### src/rtl/instr_fetch_pkg.sv
// Shared types and constants for the RV32I instruction fetch front end.
package instr_fetch_pkg;

  localparam logic [31:0] NOP_INSTR   = 32'h0000_0013;
  localparam logic [31:0] PC_STEP     = 32'd4;
  localparam int          QUEUE_DEPTH = 2;

  typedef struct packed {
    logic [31:0] instr;
    logic [31:0] pc;
  } fetch_entry_t;

  localparam fetch_entry_t EMPTY_ENTRY = '{instr: NOP_INSTR, pc: 32'h0000_0000};

  // SQUASH is WAIT with the in-flight response marked for discard.
  typedef enum logic [1:0] {
    FETCH_IDLE   = 2'd0,
    FETCH_WAIT   = 2'd1,
    FETCH_SQUASH = 2'd2
  } fetch_state_e;

  function automatic logic [31:0] word_align(input logic [31:0] addr);
    return {addr[31:2], 2'b00};
  endfunction

endpackage

### src/rtl/instr_fetch_queue.sv
// Two-entry {instr, pc} FIFO. Slot 0 is always the head, so the head outputs
// come straight from flops; empty slots hold NOP/0.
module instr_queue
  import instr_fetch_pkg::*;
(
  input  logic         clk,
  input  logic         rst,
  input  logic         push,
  input  fetch_entry_t push_entry,
  input  logic         pop,
  input  logic         flush,
  output fetch_entry_t head,
  output logic         head_valid,
  output logic [1:0]   count
);

  fetch_entry_t ent_q [0:QUEUE_DEPTH-1];
  fetch_entry_t ent_d [0:QUEUE_DEPTH-1];
  logic [1:0]   count_q;
  logic [1:0]   count_d;
  logic         valid_q;
  logic         valid_d;
  logic [1:0]   base_s;

  // Next queue contents: flush wins, otherwise pop shifts before push lands.
  always_comb begin
    ent_d[0] = ent_q[0];
    ent_d[1] = ent_q[1];
    count_d  = count_q;
    base_s   = count_q;
    if (flush) begin
      ent_d[0] = EMPTY_ENTRY;
      ent_d[1] = EMPTY_ENTRY;
      count_d  = 2'd0;
      base_s   = 2'd0;
    end else begin
      if (pop && (count_q != 2'd0)) begin
        ent_d[0] = ent_q[1];
        ent_d[1] = EMPTY_ENTRY;
        base_s   = count_q - 2'd1;
      end else begin
        base_s   = count_q;
      end
      if (push && (base_s < 2'd2)) begin
        ent_d[base_s[0]] = push_entry;
        count_d          = base_s + 2'd1;
      end else begin
        count_d          = base_s;
      end
    end
    valid_d = (count_d != 2'd0);
  end

  // Queue state registers.
  always_ff @(posedge clk) begin
    if (rst) begin
      ent_q[0] <= EMPTY_ENTRY;
      ent_q[1] <= EMPTY_ENTRY;
      count_q  <= 2'd0;
      valid_q  <= 1'b0;
    end else begin
      ent_q[0] <= ent_d[0];
      ent_q[1] <= ent_d[1];
      count_q  <= count_d;
      valid_q  <= valid_d;
    end
  end

  assign head       = ent_q[0];
  assign head_valid = valid_q;
  assign count      = count_q;

endmodule

### src/rtl/instr_fetch.sv
// RV32I fetch front end: owns the PC, issues one-at-a-time word reads and
// queues returned instructions; taken branches redirect and flush.
module instr_fetch
  import instr_fetch_pkg::*;
#(
  parameter logic [31:0] RESET_PC = 32'h0000_0000
) (
  input  logic        clk,
  input  logic        rst,
  output logic        imem_req,
  output logic [31:0] imem_addr,
  input  logic        imem_rvalid,
  input  logic [31:0] imem_rdata,
  output logic [31:0] instr,
  output logic [31:0] instr_pc,
  output logic        instr_valid,
  input  logic        instr_ready,
  input  logic        PCsrc,
  input  logic [31:0] pc_target
);

  fetch_state_e state_q;
  fetch_state_e state_d;
  logic [31:0]  pc_q;
  logic [31:0]  pc_d;
  logic [31:0]  req_pc_q;
  logic [31:0]  req_pc_d;

  logic         outstanding_s;
  logic         squash_s;
  logic         handshake_s;
  logic         redirect_s;
  logic         pop_s;
  logic         rsp_s;
  logic         issue_s;
  logic [1:0]   q_count_s;
  logic [2:0]   post_count_s;
  fetch_entry_t push_entry_s;
  fetch_entry_t head_s;
  logic         head_valid_s;
  logic         unused_tgt_lsb_s;

  assign outstanding_s    = (state_q != FETCH_IDLE);
  assign squash_s         = (state_q == FETCH_SQUASH);
  assign handshake_s      = head_valid_s && instr_ready;
  assign redirect_s       = handshake_s && PCsrc;
  assign pop_s            = handshake_s && !PCsrc;
  assign rsp_s            = imem_rvalid && !squash_s && !rst;
  assign push_entry_s     = '{instr: imem_rdata, pc: req_pc_q};
  assign unused_tgt_lsb_s = ^pc_target[1:0];

  // Issue only when a slot is still free after this cycle's push/pop.
  always_comb begin
    post_count_s = {1'b0, q_count_s} + {2'b00, rsp_s} - {2'b00, handshake_s};
    if (!rst && !redirect_s && (!outstanding_s || imem_rvalid) && (post_count_s <= 3'd1)) begin
      issue_s = 1'b1;
    end else begin
      issue_s = 1'b0;
    end
  end

  // PC, request-address and fetch-state next values.
  always_comb begin
    pc_d     = pc_q;
    req_pc_d = req_pc_q;
    state_d  = state_q;
    if (redirect_s) begin
      pc_d = word_align(pc_target);
    end else if (issue_s) begin
      pc_d = pc_q + PC_STEP;
    end else begin
      pc_d = pc_q;
    end
    if (issue_s) begin
      req_pc_d = pc_q;
    end else begin
      req_pc_d = req_pc_q;
    end
    case (state_q)
      FETCH_IDLE: begin
        state_d = issue_s ? FETCH_WAIT : FETCH_IDLE;
      end
      FETCH_WAIT: begin
        if (redirect_s && !imem_rvalid) begin
          state_d = FETCH_SQUASH;
        end else if (imem_rvalid) begin
          state_d = issue_s ? FETCH_WAIT : FETCH_IDLE;
        end else begin
          state_d = FETCH_WAIT;
        end
      end
      FETCH_SQUASH: begin
        if (imem_rvalid) begin
          state_d = issue_s ? FETCH_WAIT : FETCH_IDLE;
        end else begin
          state_d = FETCH_SQUASH;
        end
      end
      default: begin
        state_d = FETCH_IDLE;
      end
    endcase
  end

  // Fetch FSM and PC registers.
  always_ff @(posedge clk) begin
    if (rst) begin
      state_q  <= FETCH_IDLE;
      pc_q     <= RESET_PC;
      req_pc_q <= 32'h0000_0000;
    end else begin
      state_q  <= state_d;
      pc_q     <= pc_d;
      req_pc_q <= req_pc_d;
    end
  end

  assign imem_req  = issue_s;
  assign imem_addr = issue_s ? pc_q : 32'h0000_0000;

  instr_queue u_queue (
    .clk        (clk),
    .rst        (rst),
    .push       (rsp_s),
    .push_entry (push_entry_s),
    .pop        (pop_s),
    .flush      (redirect_s),
    .head       (head_s),
    .head_valid (head_valid_s),
    .count      (q_count_s)
  );

  assign instr       = head_s.instr;
  assign instr_pc    = head_s.pc;
  assign instr_valid = head_valid_s;

endmodule

### config.mk
export PLATFORM = sky130hd
export DESIGN_NAME = instr_fetch
export DESIGN_NICKNAME = d
export VERILOG_FILES = /design/src/rtl/instr_fetch_pkg.sv /design/src/rtl/instr_fetch_queue.sv /design/src/rtl/instr_fetch.sv
export SDC_FILE = /design/constraint.sdc
export NUM_CORES = 1
export LEC_CHECK = 0
export ABC_AREA = 0
export CAP_MARGIN = 20
export CORE_MARGIN = 1.5
export CORE_UTILIZATION = 48
export CTS_BUF_LIST = sky130_fd_sc_hd__clkbuf_8
export DETAILED_ROUTE_END_ITERATION = 6
export HOLD_SLACK_MARGIN = 0.05
export PLACE_DENSITY_LB_ADDON = 0.25
export SYNTH_ARGS = -nofsm -noshare
export SYNTH_HDL_FRONTEND = slang
export SYNTH_SLANG_ARGS = --single-unit
### constraint.sdc
create_clock -name clk -period 4.2 [get_ports clk]
set_clock_uncertainty 0.05 [all_clocks]
set_input_delay 1.05 -clock clk [delete_from_list [all_inputs] [get_ports clk]]
set_output_delay 1.05 -clock clk [all_outputs]
set_load 0.1 [all_outputs]
==> impl_metrics.csv <==
group,metric,value,unit
logic_synthesis,synthCells,934,
floorplanning,start_util,48.85,%
global_routing,grt_util_met3,4.826,%
routing,routed_via_density,5.347,
logic_synthesis,syn_avg_cell_area,8.983,µm²
placement,place_area,0.01055,mm²
power_and_ir_drop,vdd_drop_max,0.0002623,V
worst_setup_path,cp-startpoint,"rst",
timing,maxSlewViolCount,0,
worst_setup_path,cp.depth,13,
timing,max_freq,242.1,MHz
final_layout,postLayoutCellArea,0.01118,mm²
routing,ant_nets,0,
floorplanning,core,0.01718,mm²
global_routing,grt_pass1_vias,6360,
clock_tree,clk_pin_slew,0.10,ns
timing,setup_tns,0,ns
placement,port_buffers,162,
worst_setup_path,cp.required,3.10,ns
routing,drt_iter0_drc,279,
worst_setup_path,cp_max_fo,8,
worst_setup_path,reg2reg_slack,1.26,ns
worst_setup_path,timing.rr.end,"pc_q[11]",
logic_synthesis,synthTopCellsByArea,"dfxtp_1 (46%), mux2i_1 (6.4%), buf_4 (5.9%)",
final_layout,syn_to_final_growth,33.19,%
worst_setup_path,rr_startpoint,"state_q[0]",
timing,tightest_slew,1.031,ns
logic_synthesis,synth-seq-cells,193,
global_routing,top_usage_layer,"met2",
clock_tree,clock-sinks,193,
timing,finalCritPeriodShare,98.33,%
clock_tree,clock_latency,0.45,ns
hold_path,hold_class,"reg2reg",
routing,num_vias,6833,
flow_run,timing.max_cap.violations,0,
routing,wl,20180,µm
floorplanning,die_w,135.2,µm
power_and_ir_drop,power.density,392.3,mW/mm²
logic_synthesis,ys_types,46,
outcome,run_status,"completed",
worst_setup_path,max_stage_delay,0.53,ns
worst_setup_path,crit_path_start_kind,"input pin",
worst_setup_path,crit_buf_inv,7,
global_routing,grt_max_degree,126,
placement,gp_congestion,0.8560,
power_and_ir_drop,p_leak,4.087,nW
global_routing,grtUsageTotal,22.40,%
worst_setup_path,worstPathArrival,3.03,ns
routing,dr.pass1.iters,4,
logic_synthesis,yosysWarnings,0,
global_routing,antenna_found_initial,0,
routing,drc,0,
timing,slew_headroom,31.03,%
final_layout,diodes,0,
worst_setup_path,crit_chain,"buf_4 > inv_16 > and3_4 > ha_4 > inv_2 > fa_2 > and3_4 > nand2_4 > clkinv_8 > buf_12 > nand2_2 > clkinvlp_4 > buf_12",
global_routing,overflow,0,
final_layout,final_nets,1113,
timing,fin_crit,4.130,ns
placement,dpl.hpwl,12940,µm
clock_tree,cts_tree,"done",
logic_synthesis,synth_top_area_cell,"dfxtp_1",
worst_setup_path,cpLargestDelayFamily,"buffers and inverters",
timing,hold_viol_final,0,
global_routing,grt_pass1_wl,32470,µm
logic_synthesis,netlist_area,0.008391,mm²
worst_setup_path,critPathCapture,"imem_addr[2]",
clock_tree,cts_made_buffers,17,
floorplanning,die_y,135.2,µm
global_routing,grtUsageMet2,33.93,%
logic_synthesis,seq_area_frac_synth,46.05,%
worst_setup_path,crit_path_top_delay_cell,"fa_2",
clock_tree,hold_buffers,0,
worst_setup_path,end_kind,"primary output",
logic_synthesis,synth_top_area_share,46.05,%
worst_setup_path,path_class,"in2out",
power_and_ir_drop,power.total,0.004384,W
clock_tree,clockBufferDepth,2,
final_layout,drive_above_1_share,19.66,%
worst_setup_path,reg2regPathDepth,13,
timing,setup-violations-final,0,
floorplanning,io_pins,167,
clock_tree,ctsHtreeMaxLevel,4,
timing,hold_ws,0.4020,ns
final_layout,n_fill_cell,1420,
global_routing,grtUsageMet1,31.86,%
floorplanning,rows,48,
floorplanning,dieArea,0.01828,mm²
routing,routedWlPerCell,15.79,µm
clock_tree,root_buffer,"clkbuf_8",
metal layers:
layer | part of all wire [%] | vias to the layer above | routed length [µm]
met1 | 48 | 3200 | 9686
met4 | 1.2 | 0 | 239
met5 | 0 | - | 0
met2 | 45 | 204 | 9109
met3 | 5.7 | 14 | 1146
li1 | - | 3415 | -
layout make-up:
type,instances,area (µm²),area share [%]
Clock buffer,18,247.7,2.217
Clock inverter,14,188.9,1.691
Inverter,37,280.3,2.508
Multi-Input combinational cell,572,3870,34.63
Sequential cell,193,3865,34.58
Tap cell,225,281.5,2.519
Timing Repair Buffer,219,2442,21.85
power by group:
group          switching (W)  total, W  internal, W
logic               0.000741   0.00109     0.000350
registers          0.0000747   0.00199      0.00191
clock network       0.000642   0.00131     0.000664
total                0.00146   0.00438      0.00293
kinds of logic (layout without fill, tap and decap cells):
| kind of cell | after synthesis | after routing | synth area share [%] |
|---|---|---|---|
| compound gates | 232 | 232 | 18.73 |
| other cells | 1 | 2 | 0.04469 |
| simple gates | 250 | 250 | 13.67 |
| xor+xnor | 30 | 30 | 3.132 |
| fa+ha+maj | 4 | 4 | 0.6860 |
| buf+inv | 170 | 288 | 11.24 |
| mux | 54 | 54 | 6.442 |
| flops | 193 | 193 | 46.05 |
synthesized netlist by cell type, drive strengths merged:
master	instances
nand4bb	1
buf	102
a22o	51
conb	1
dfxtp	193
nor2	63
o21bai	1
and4	6
nand4	19
nand3	13
a211oi	60
or4	1
xor2	17
a221oi	1
clkbuf	31
or2	1
o22a	3
or3b	1
mux2i	54
o211ai	1
nor3	11
o31ai	1
nand2	112
a31oi	7
o21ba	1
nor4	2
and2	5
o21ai	43
xnor2	13
or3	1
and4bb	2
ha	3
inv	37
a311oi	1
fa	1
and3	10
a41oi	1
a21oi	61
nand2b	2
cells in the final DEF, fill, tap and decap left out, types with 6 or more instances in the layout:
cell	synthesis	layout
a211oi_1	60	60
a21oi_1	61	61
a22o_1	51	51
a31oi_1	7	6
and3_1	9	7
and4_1	6	6
buf_12	0	36
buf_4	66	50
clkbuf_8	0	18
clkdlybuf4s50_1	0	128
clkinvlp_4	0	34
dfxtp_1	193	192
inv_1	35	6
mux2i_1	54	54
nand2_1	112	79
nand2_2	0	7
nand2_4	0	26
nand3_1	12	11
nand4_1	19	19
nor2_1	63	62
nor3_1	11	11
o21ai_0	41	41
xnor2_1	13	11
xor2_1	17	17
state kept, by name, indices dropped and copies added, names as in the netlist:
register            cells
u_queue.ent_q         128
pc_q                   30
req_pc_q               30
state_q                 2
u_queue.count           2
u_queue.head_valid      1
through the flow:
step / worst slack (ns) / utilization [%] / instances
after global placement: -0.3847 / 61.44 / 1239
after CTS: 0.006382 / 64.72 / 1276
after global routing: -0.001256 / 65.06 / 1278
final: 0.06998 / 65.06 / 1278
after detailed placement: -0.4210 / 61.44 / 1239
after floorplan: -0.1005 / - / 935
worst min-delay path: cells and delay by family, from the launching register on:
kind,cells,cell delay (ns)
simple gates,1,0.05
flops,1,0.32
compound gates,1,0.05
worst min path at each step:
stage / start / to / slack (ns) / cells after the start
3_5_place_dp: u_queue.ent_q[0][64] / u_queue.ent_q[0][0] / 0.39 / 2
5_1_grt: u_queue.ent_q[0][64] / u_queue.ent_q[0][0] / 0.42 / 2
3_3_place_gp: u_queue.ent_q[0][65] / u_queue.ent_q[0][1] / 0.39 / 2
4_1_cts: u_queue.ent_q[0][64] / u_queue.ent_q[0][0] / 0.40 / 2
6_report: u_queue.ent_q[0][65] / u_queue.ent_q[0][1] / 0.40 / 2
2_1_floorplan: u_queue.ent_q[0][64] / u_queue.ent_q[0][0] / 0.37 / 2
repair_timing:
| item | in CTS | in global routing |
|---|---|---|
| pin swaps | 6 | 5 |
| cloned | 1 | 0 |
| endpoints found under the setup margin | 31 | 31 |
| gates resized for setup | 24 | 11 |
| buffers inserted | 4 | 2 |
(Power assumes the default switching activity.)
